--- src/rtl/spi_ram_ctrl.sv ---
// rtl/spi_ram_ctrl.sv - SPI command-word decoder driving a byte-wide single-port RAM
// Accepts address/data command words and streams read bytes back for MISO.
module spi_ram_ctrl #(
   parameter int MEM_DEPTH = 256,
   parameter int ADDR_SIZE = 8
) (
   input  logic       i_clk,
   input  logic       i_rst,
   input  logic [9:0] i_rx_data,
   input  logic       i_rx_valid,
   output logic [7:0] o_tx_data,
   output logic       o_tx_valid,
   output logic       o_cmd_err
);

   typedef enum logic [1:0] {
      IDLE     = 2'd0,
      RD_FETCH = 2'd1,
      RD_SEND  = 2'd2
   } state_t;

   state_t               r_state;
   state_t               w_next_state;
   logic [7:0]           r_mem [MEM_DEPTH];
   logic [ADDR_SIZE-1:0] r_wr_addr;
   logic [ADDR_SIZE-1:0] r_rd_addr;
   logic                 r_wr_addr_ok;
   logic                 r_rd_addr_ok;
   logic                 w_wr_addr_ld;
   logic                 w_mem_we;
   logic                 w_rd_addr_ld;
   logic                 w_err;

   always_comb begin
      w_next_state = r_state;
      w_wr_addr_ld = 1'b0;
      w_mem_we     = 1'b0;
      w_rd_addr_ld = 1'b0;
      w_err        = 1'b0;
      case (r_state)
         IDLE: begin
            if (i_rx_valid) begin
               case (i_rx_data[9:8])
                  2'b00: w_wr_addr_ld = 1'b1;
                  2'b01: begin
                     if (r_wr_addr_ok) w_mem_we = 1'b1;
                     else              w_err    = 1'b1;
                  end
                  2'b10: w_rd_addr_ld = 1'b1;
                  default: begin
                     if (r_rd_addr_ok) w_next_state = RD_FETCH;
                     else              w_err        = 1'b1;
                  end
               endcase
            end
         end
         // The single RAM port is owned by the read in progress, so any word is lost.
         RD_FETCH: begin
            w_next_state = RD_SEND;
            w_err        = i_rx_valid;
         end
         RD_SEND: begin
            w_next_state = IDLE;
            w_err        = i_rx_valid;
         end
         default: w_next_state = IDLE;
      endcase
   end

   always_ff @(posedge i_clk or posedge i_rst) begin
      if (i_rst) r_state <= IDLE;
      else       r_state <= w_next_state;
   end

   always_ff @(posedge i_clk or posedge i_rst) begin
      if (i_rst) begin
         r_wr_addr    <= '0;
         r_rd_addr    <= '0;
         r_wr_addr_ok <= 1'b0;
         r_rd_addr_ok <= 1'b0;
         o_tx_data    <= 8'h00;
         o_tx_valid   <= 1'b0;
         o_cmd_err    <= 1'b0;
      end else begin
         o_cmd_err  <= w_err;
         o_tx_valid <= (r_state == RD_FETCH);
         if (w_wr_addr_ld) begin
            r_wr_addr    <= i_rx_data[ADDR_SIZE-1:0];
            r_wr_addr_ok <= 1'b1;
         end else if (w_mem_we) begin
            r_wr_addr <= r_wr_addr + ADDR_SIZE'(1);
         end
         if (w_rd_addr_ld) begin
            r_rd_addr    <= i_rx_data[ADDR_SIZE-1:0];
            r_rd_addr_ok <= 1'b1;
         end else if (r_state == RD_SEND) begin
            r_rd_addr <= r_rd_addr + ADDR_SIZE'(1);
         end
         if (r_state == RD_FETCH) o_tx_data <= r_mem[r_rd_addr];
      end
   end

   // RAM contents survive reset, so the array sits outside the reset domain.
   always_ff @(posedge i_clk) begin
      if (w_mem_we) r_mem[r_wr_addr] <= i_rx_data[7:0];
   end

endmodule

--- config.mk ---
export PLATFORM = sky130hd
export DESIGN_NAME = spi_ram_ctrl
export DESIGN_NICKNAME = d
export VERILOG_FILES = /design/src/rtl/spi_ram_ctrl.sv
export SDC_FILE = /design/constraint.sdc
export NUM_CORES = 2
export LEC_CHECK = 0
export BUFFER_PORTS_ARGS = -buffer_cell sky130_fd_sc_hd__buf_2
export CAP_MARGIN = 20
export CORE_MARGIN = 10
export CORE_UTILIZATION = 30
export DETAILED_ROUTE_END_ITERATION = 8
export HOLD_SLACK_MARGIN = 0.03
export PLACE_DENSITY_LB_ADDON = 0.15
export SYNTH_ARGS = -nofsm -noshare
export SYNTH_HDL_FRONTEND = slang
export SYNTH_SLANG_ARGS = --single-unit
export TNS_END_PERCENT = 1
--- constraint.sdc ---
create_clock -name i_clk -period 5.63 [get_ports i_clk]
set_input_delay 1.689 -clock i_clk [delete_from_list [all_inputs] [get_ports i_clk]]
set_output_delay 1.689 -clock i_clk [all_outputs]
set_load 0.02 [all_outputs]
* After elaboration in Yosys (flattened, before gate mapping) *
Memories as Yosys holds them, arrays and structs flattened. A register that Yosys moved wholly into a read port is not among the register bits.
Index checks and enable logic that the tools add are counted.

storage, ports and cells
  register bits after elaboration = 22
  memory bits (writable) = 2,048
  output and inout bits = 10
  logic and storage cells = 50
  memories kept = 1

operators by class
  add/subtract/negate cells = 2
  eq/ne operators = 7
  multiplexer cells = 25
  reductions and logical operators = 8

memories
  memory  depth  bits a word  read ports  clocked after memory_dff  wr ports  RTL line  RTL
  r_mem   256    8            1           1                         1         24        logic [7:0] r_mem [MEM_DEPTH];

operators by type and width
  cell                                           count
  2-to-1 mux 8 bit                               4
  adder 8 x 1 -> 8 bit, second input constant    2
  2-to-1 mux 1 bit                               15
  2-to-1 mux 2 bit                               3
  inequality test 2 bit, second input constant   3
  == test 2 x 1 -> 1 bit, second input constant  2
  == test 2 bit, second input constant           2
  zero test 2 bit                                2
  case mux 1 bit (2 select lines)                2
  case mux 2 bit (2 select lines)                1
  nonzero test 2 bit                             2
  OR reduction 2 bit                             2
  AND reduction 3 bit                            1
  OR reduction 3 bit                             1

* Depth between registers and ports, before layout *
  word-level depth = 6
  depth in mapped cells = 11

* Least setup slack after synthesis *
No wires, ideal clock.

  path type = input port to flip-flop
  start point = input port i_rx_data[8]
  end point = memory r_mem[104][0] (enable)
  setup time = 0.370 ns
  arrival time = 3.396 ns
  setup slack = 1.864 ns
  stages = 6
  buffers on the path = 2
  cell sequence = clkbuf_1 nand4_1 nor3b_1 nand2_1 clkbuf_1 nor2_1

on the way
  longest elaborated chain between the ends = 6

RTL lines
  item                                    RTL line  RTL
  start: declaration                      9         input logic [9:0] i_rx_data,
  == test 2 x 1 -> 1 bit                  43        case (i_rx_data[9:8])
  2-to-1 mux 1 bit                        43
  2-to-1 mux 1 bit                        42        if (i_rx_valid) begin
  2-to-1 mux 1 bit                        40        case (r_state)
  2-to-1 mux 1 bit                        105       if (w_mem_we) r_mem[r_wr_addr] <= i_rx_data[7:0];
  2-to-1 mux 1 bit (implied by the code)  105
  end: declaration                        24

Every way passes these cells.

* Worst setup path after layout *
  start point = input port i_rx_data[9]
  end point = memory r_mem[213][7] (enable)

The elaborated chain is that of the path after synthesis.

==> results.py <==
metrics = {
    "sta": {
        "setup_viol": 0,
        "fin_worst_skew_ps": 53.31,
        "tightest_slew_ps": 1175,
        "slew_violations": 0,
        "fin_crit_sh": 0.7245,
        "post-route-worst-setup-slack_ps": 1551,
        "tns_ps": 0,
        "rsz0062_at_grt": "no",
        "hold_viol": 0,
        "fmax_ghz": 0.2452,
        "slew_headroom": 0.2138,
        "period_needed_ps": 4079,
    },
    "worst_setup_path": {
        "critPathKind": "primary input to register",
        "cpPeakStageDelay_ps": 600,
        "slowest_stage": "nand3_2",
        "crit_family": "simple AND/OR/NAND/NOR gates",
        "start_kind": "primary input",
        "critical_path_buf_inv_count": 3,
        "regToRegSetupSlack_ps": 1610,
        "setup.worst_path.end_class": "register",
        "cp.required_ps": 6140,
        "path_cells": "buf_2 -> nor2b_1 -> nand4_1 -> buf_4 -> nor2_1 -> nand3_2 -> buf_4 -> nor2_1",
        "path_max_fanout": 10,
        "cp.arrival_ps": 4590,
    },
    "floorplan": {
        "rows": 190,
        "start_util": 0.3016,
        "die_width_um": 539.2,
        "die_h_um": 539.2,
        "core_area_um2": 268200,
        "die-area_um2": 290800,
        "num_io_pins": 23,
    },
    "power": {
        "comb_power_share": 0.289,
        "power.leakage_nw": 29.26,
        "switching_share": 0.3294,
        "clockPowerShare": 0.320,
        "p_per_area_nw_per_um2": 480.2,
        "switchingPower_w": 0.01488,
        "ir_drop_mv": 0.3583,
        "power.internal_w": 0.03029,
        "pwr-share-seq": 0.391,
    },
    "layout": {
        "synthToLayoutAreaGrowth_pct": 16.29,
        "drive_gt1_frac": 0.2662,
        "nets": 4138,
        "final_core_util": 0.3507,
    },
    "clock_network": {
        "path_clk_slew_ps": 60,
        "htree_num_levels": 4,
        "cts_num_sinks": 2078,
        "cts_buffer_depth": 3,
        "root_buffer": "clkbuf_16",
        "post_cts_resized": 0,
        "clk_latency_ps": 890,
        "cts_buffers": 225,
        "ctsHoldBuffers": 0,
        "cts_setup_buffers": 0,
        "cts_tree": "yes",
    },
    "drt": {
        "drc": 0,
        "wl_per_cell_um": 32.77,
        "wl_mm": 257.8,
        "vias": 40499,
        "via_per_inst": 5.148,
        "drt_iter0_markers": 4294,
        "ant_nets": 0,
        "dr.pass1.iters": 6,
    },
    "yosys": {
        "yosys.area_share.simple": 0.02955,
        "synth.avg_cell_area_um2": 21.13,
        "synth_mux_area_frac": 0.1554,
        "syn_nets": 3849,
        "ys.flop_type": "edfxtp_1",
        "synth.distinct_cells": 68,
        "synth_top_family_by_area": "multiplexers",
        "ys_ff_latch": 2078,
        "synth_compound_area_frac": 0.02758,
        "synth_edf_count": 2048,
        "seq_area_frac_synth": 0.7697,
        "synthAdderAreaFrac": 0.001392,
        "async_flop_share": 0.01444,
        "synthCells": 3827,
        "ys_warn_count": 0,
        "synthXorXnorAreaFrac": 0.0007580,
        "syn_area_um2": 80880,
    },
    "place": {
        "dp_slack_ps": 628.5,
        "portBuffers": 22,
        "place.gp.congestion": 0.8012,
        "hpwl_mm": 163.4,
    },
    "grt": {
        "grt_pass1_wl_mm": 358.1,
        "grt_overflow_total": 0,
        "antenna_found_initial": 10,
        "grt_max_degree": 102,
        "grt_pass1_vias": 41921,
        "track_usage": 0.1730,
    },
    "run": {
        "cap_viol_max_count": 0,
    },
    "run_status": {
        "outcome": "completed",
    },
    "min_path": {
        "hold_path.class": "register to register",
    },
}
[state kept, by name, indices dropped and copies added (netlist names)]
| signal | cells |
|---|---|
| o_cmd_err | 1 |
| o_tx_data | 8 |
| o_tx_valid | 1 |
| r_mem | 2048 |
| r_rd_addr | 8 |
| r_rd_addr_ok | 1 |
| r_state | 2 |
| r_wr_addr | 8 |
| r_wr_addr_ok | 1 |
[metrics by stage]
stage               hold WS, ps  std cells  area (um2)  total power [W]
global placement          445.1       7440       86860          0.03125
detailed placement        445.3       7441       86880          0.03124
floorplan                 425.8       3827       80880          0.02521
finish                    460.1       7867       94050          0.04517
global route              476.3       7864       94050          0.04667
CTS                       463.5       7864       94050          0.04572
[layer usage]
metal  part of all wire  wire, um  GRT usage  vias up
met4              0.021      5319    0.03958        2
met1               0.44    113100     0.2389    22374
met2               0.49    127300     0.2892     1246
li1                   -         -          -    16592
met3              0.047     12130    0.02525      285
met5           0.000050        13          0        -
[cells in the final DEF, fill, tap and decap left out, types with 11 or more instances in the layout]
master / instances
mux2_2: 14
mux2i_1: 131
mux4_2: 493
o211ai_1: 11
nor2b_1: 16
edfxtp_1: 2048
o21ai_0: 33
buf_4: 227
dfrtp_1: 24
a22o_1: 13
nand4_1: 16
a22oi_1: 74
a2111oi_0: 11
nand2_1: 88
nor2_1: 307
clkinv_1: 48
a31oi_1: 11
buf_2: 14
o22ai_1: 22
nor3_1: 17
buf_12: 39
bufinv_16: 16
a21oi_1: 44
nand3_1: 35
clkinv_2: 47
clkbuf_16: 226
a221oi_1: 27
clkbuf_1: 57
[cell type report]
class | instances | area (um2)
sequential | 2078 | 62270
antenna | 3 | 7.507
tap | 3552 | 4444
multi-input combinational | 1513 | 17450
clock buffer | 288 | 5938
fill | 25043 | 174100
timing repair buffer | 288 | 2675
inverter | 10 | 41.29
clock inverter | 135 | 1231
[cell usage after synthesis, drive strengths merged, types with 12 or more instances]
cell type     n  share of area
edfxtp     2048           0.76
mux4        493           0.14
a22o         13         0.0014
a22oi        74         0.0069
nand3        39         0.0024
nor3         18         0.0011
dfrtp        30         0.0093
o21ai        35         0.0022
nor2        308          0.014
clkbuf       97         0.0045
a21oi        44         0.0027
o22ai        22         0.0017
buf         129          0.011
nor2b        19         0.0015
mux2i       131          0.016
a2111oi      12         0.0014
mux2         14         0.0019
nand2        96         0.0045
a221oi       27         0.0029
nand4        16         0.0012
[final timing paths]
check | from | end | depth (start not counted)
max in group asynchronous | i_rst | r_rd_addr[0] | 2
min in group asynchronous | i_rst | o_tx_data[4] | 2
worst max-delay path | i_rx_data[9] | r_mem[213][7] | 8
worst max register to register | r_rd_addr[1] | o_tx_data[2] | 7
worst min register to register | r_wr_addr_ok | r_wr_addr_ok | 1
worst min-delay path | r_wr_addr_ok | r_wr_addr_ok | 1
[power groups by stage]
stage | Sequential (W) | Clock, W | Combinational [W]
after floorplan | 0.0175 | 0 | 0.00768
after global placement | 0.0180 | 0 | 0.0133
after global routing | 0.0176 | 0.0154 | 0.0136
after detailed placement | 0.0180 | 0 | 0.0133
after CTS | 0.0176 | 0.0148 | 0.0133
final | 0.0176 | 0.0145 | 0.0130
[logic make-up after synthesis]
kind of cell / Yosys count
xor gates and xnor gates: 7
DFF: 2078
adders and majority gates: 9
muxes: 638
and+or+nand+nor: 549
AOI/OAI and AO/OA: 310
buffers and inverters: 236
Note: power is estimated with default switching activity, not from simulation.
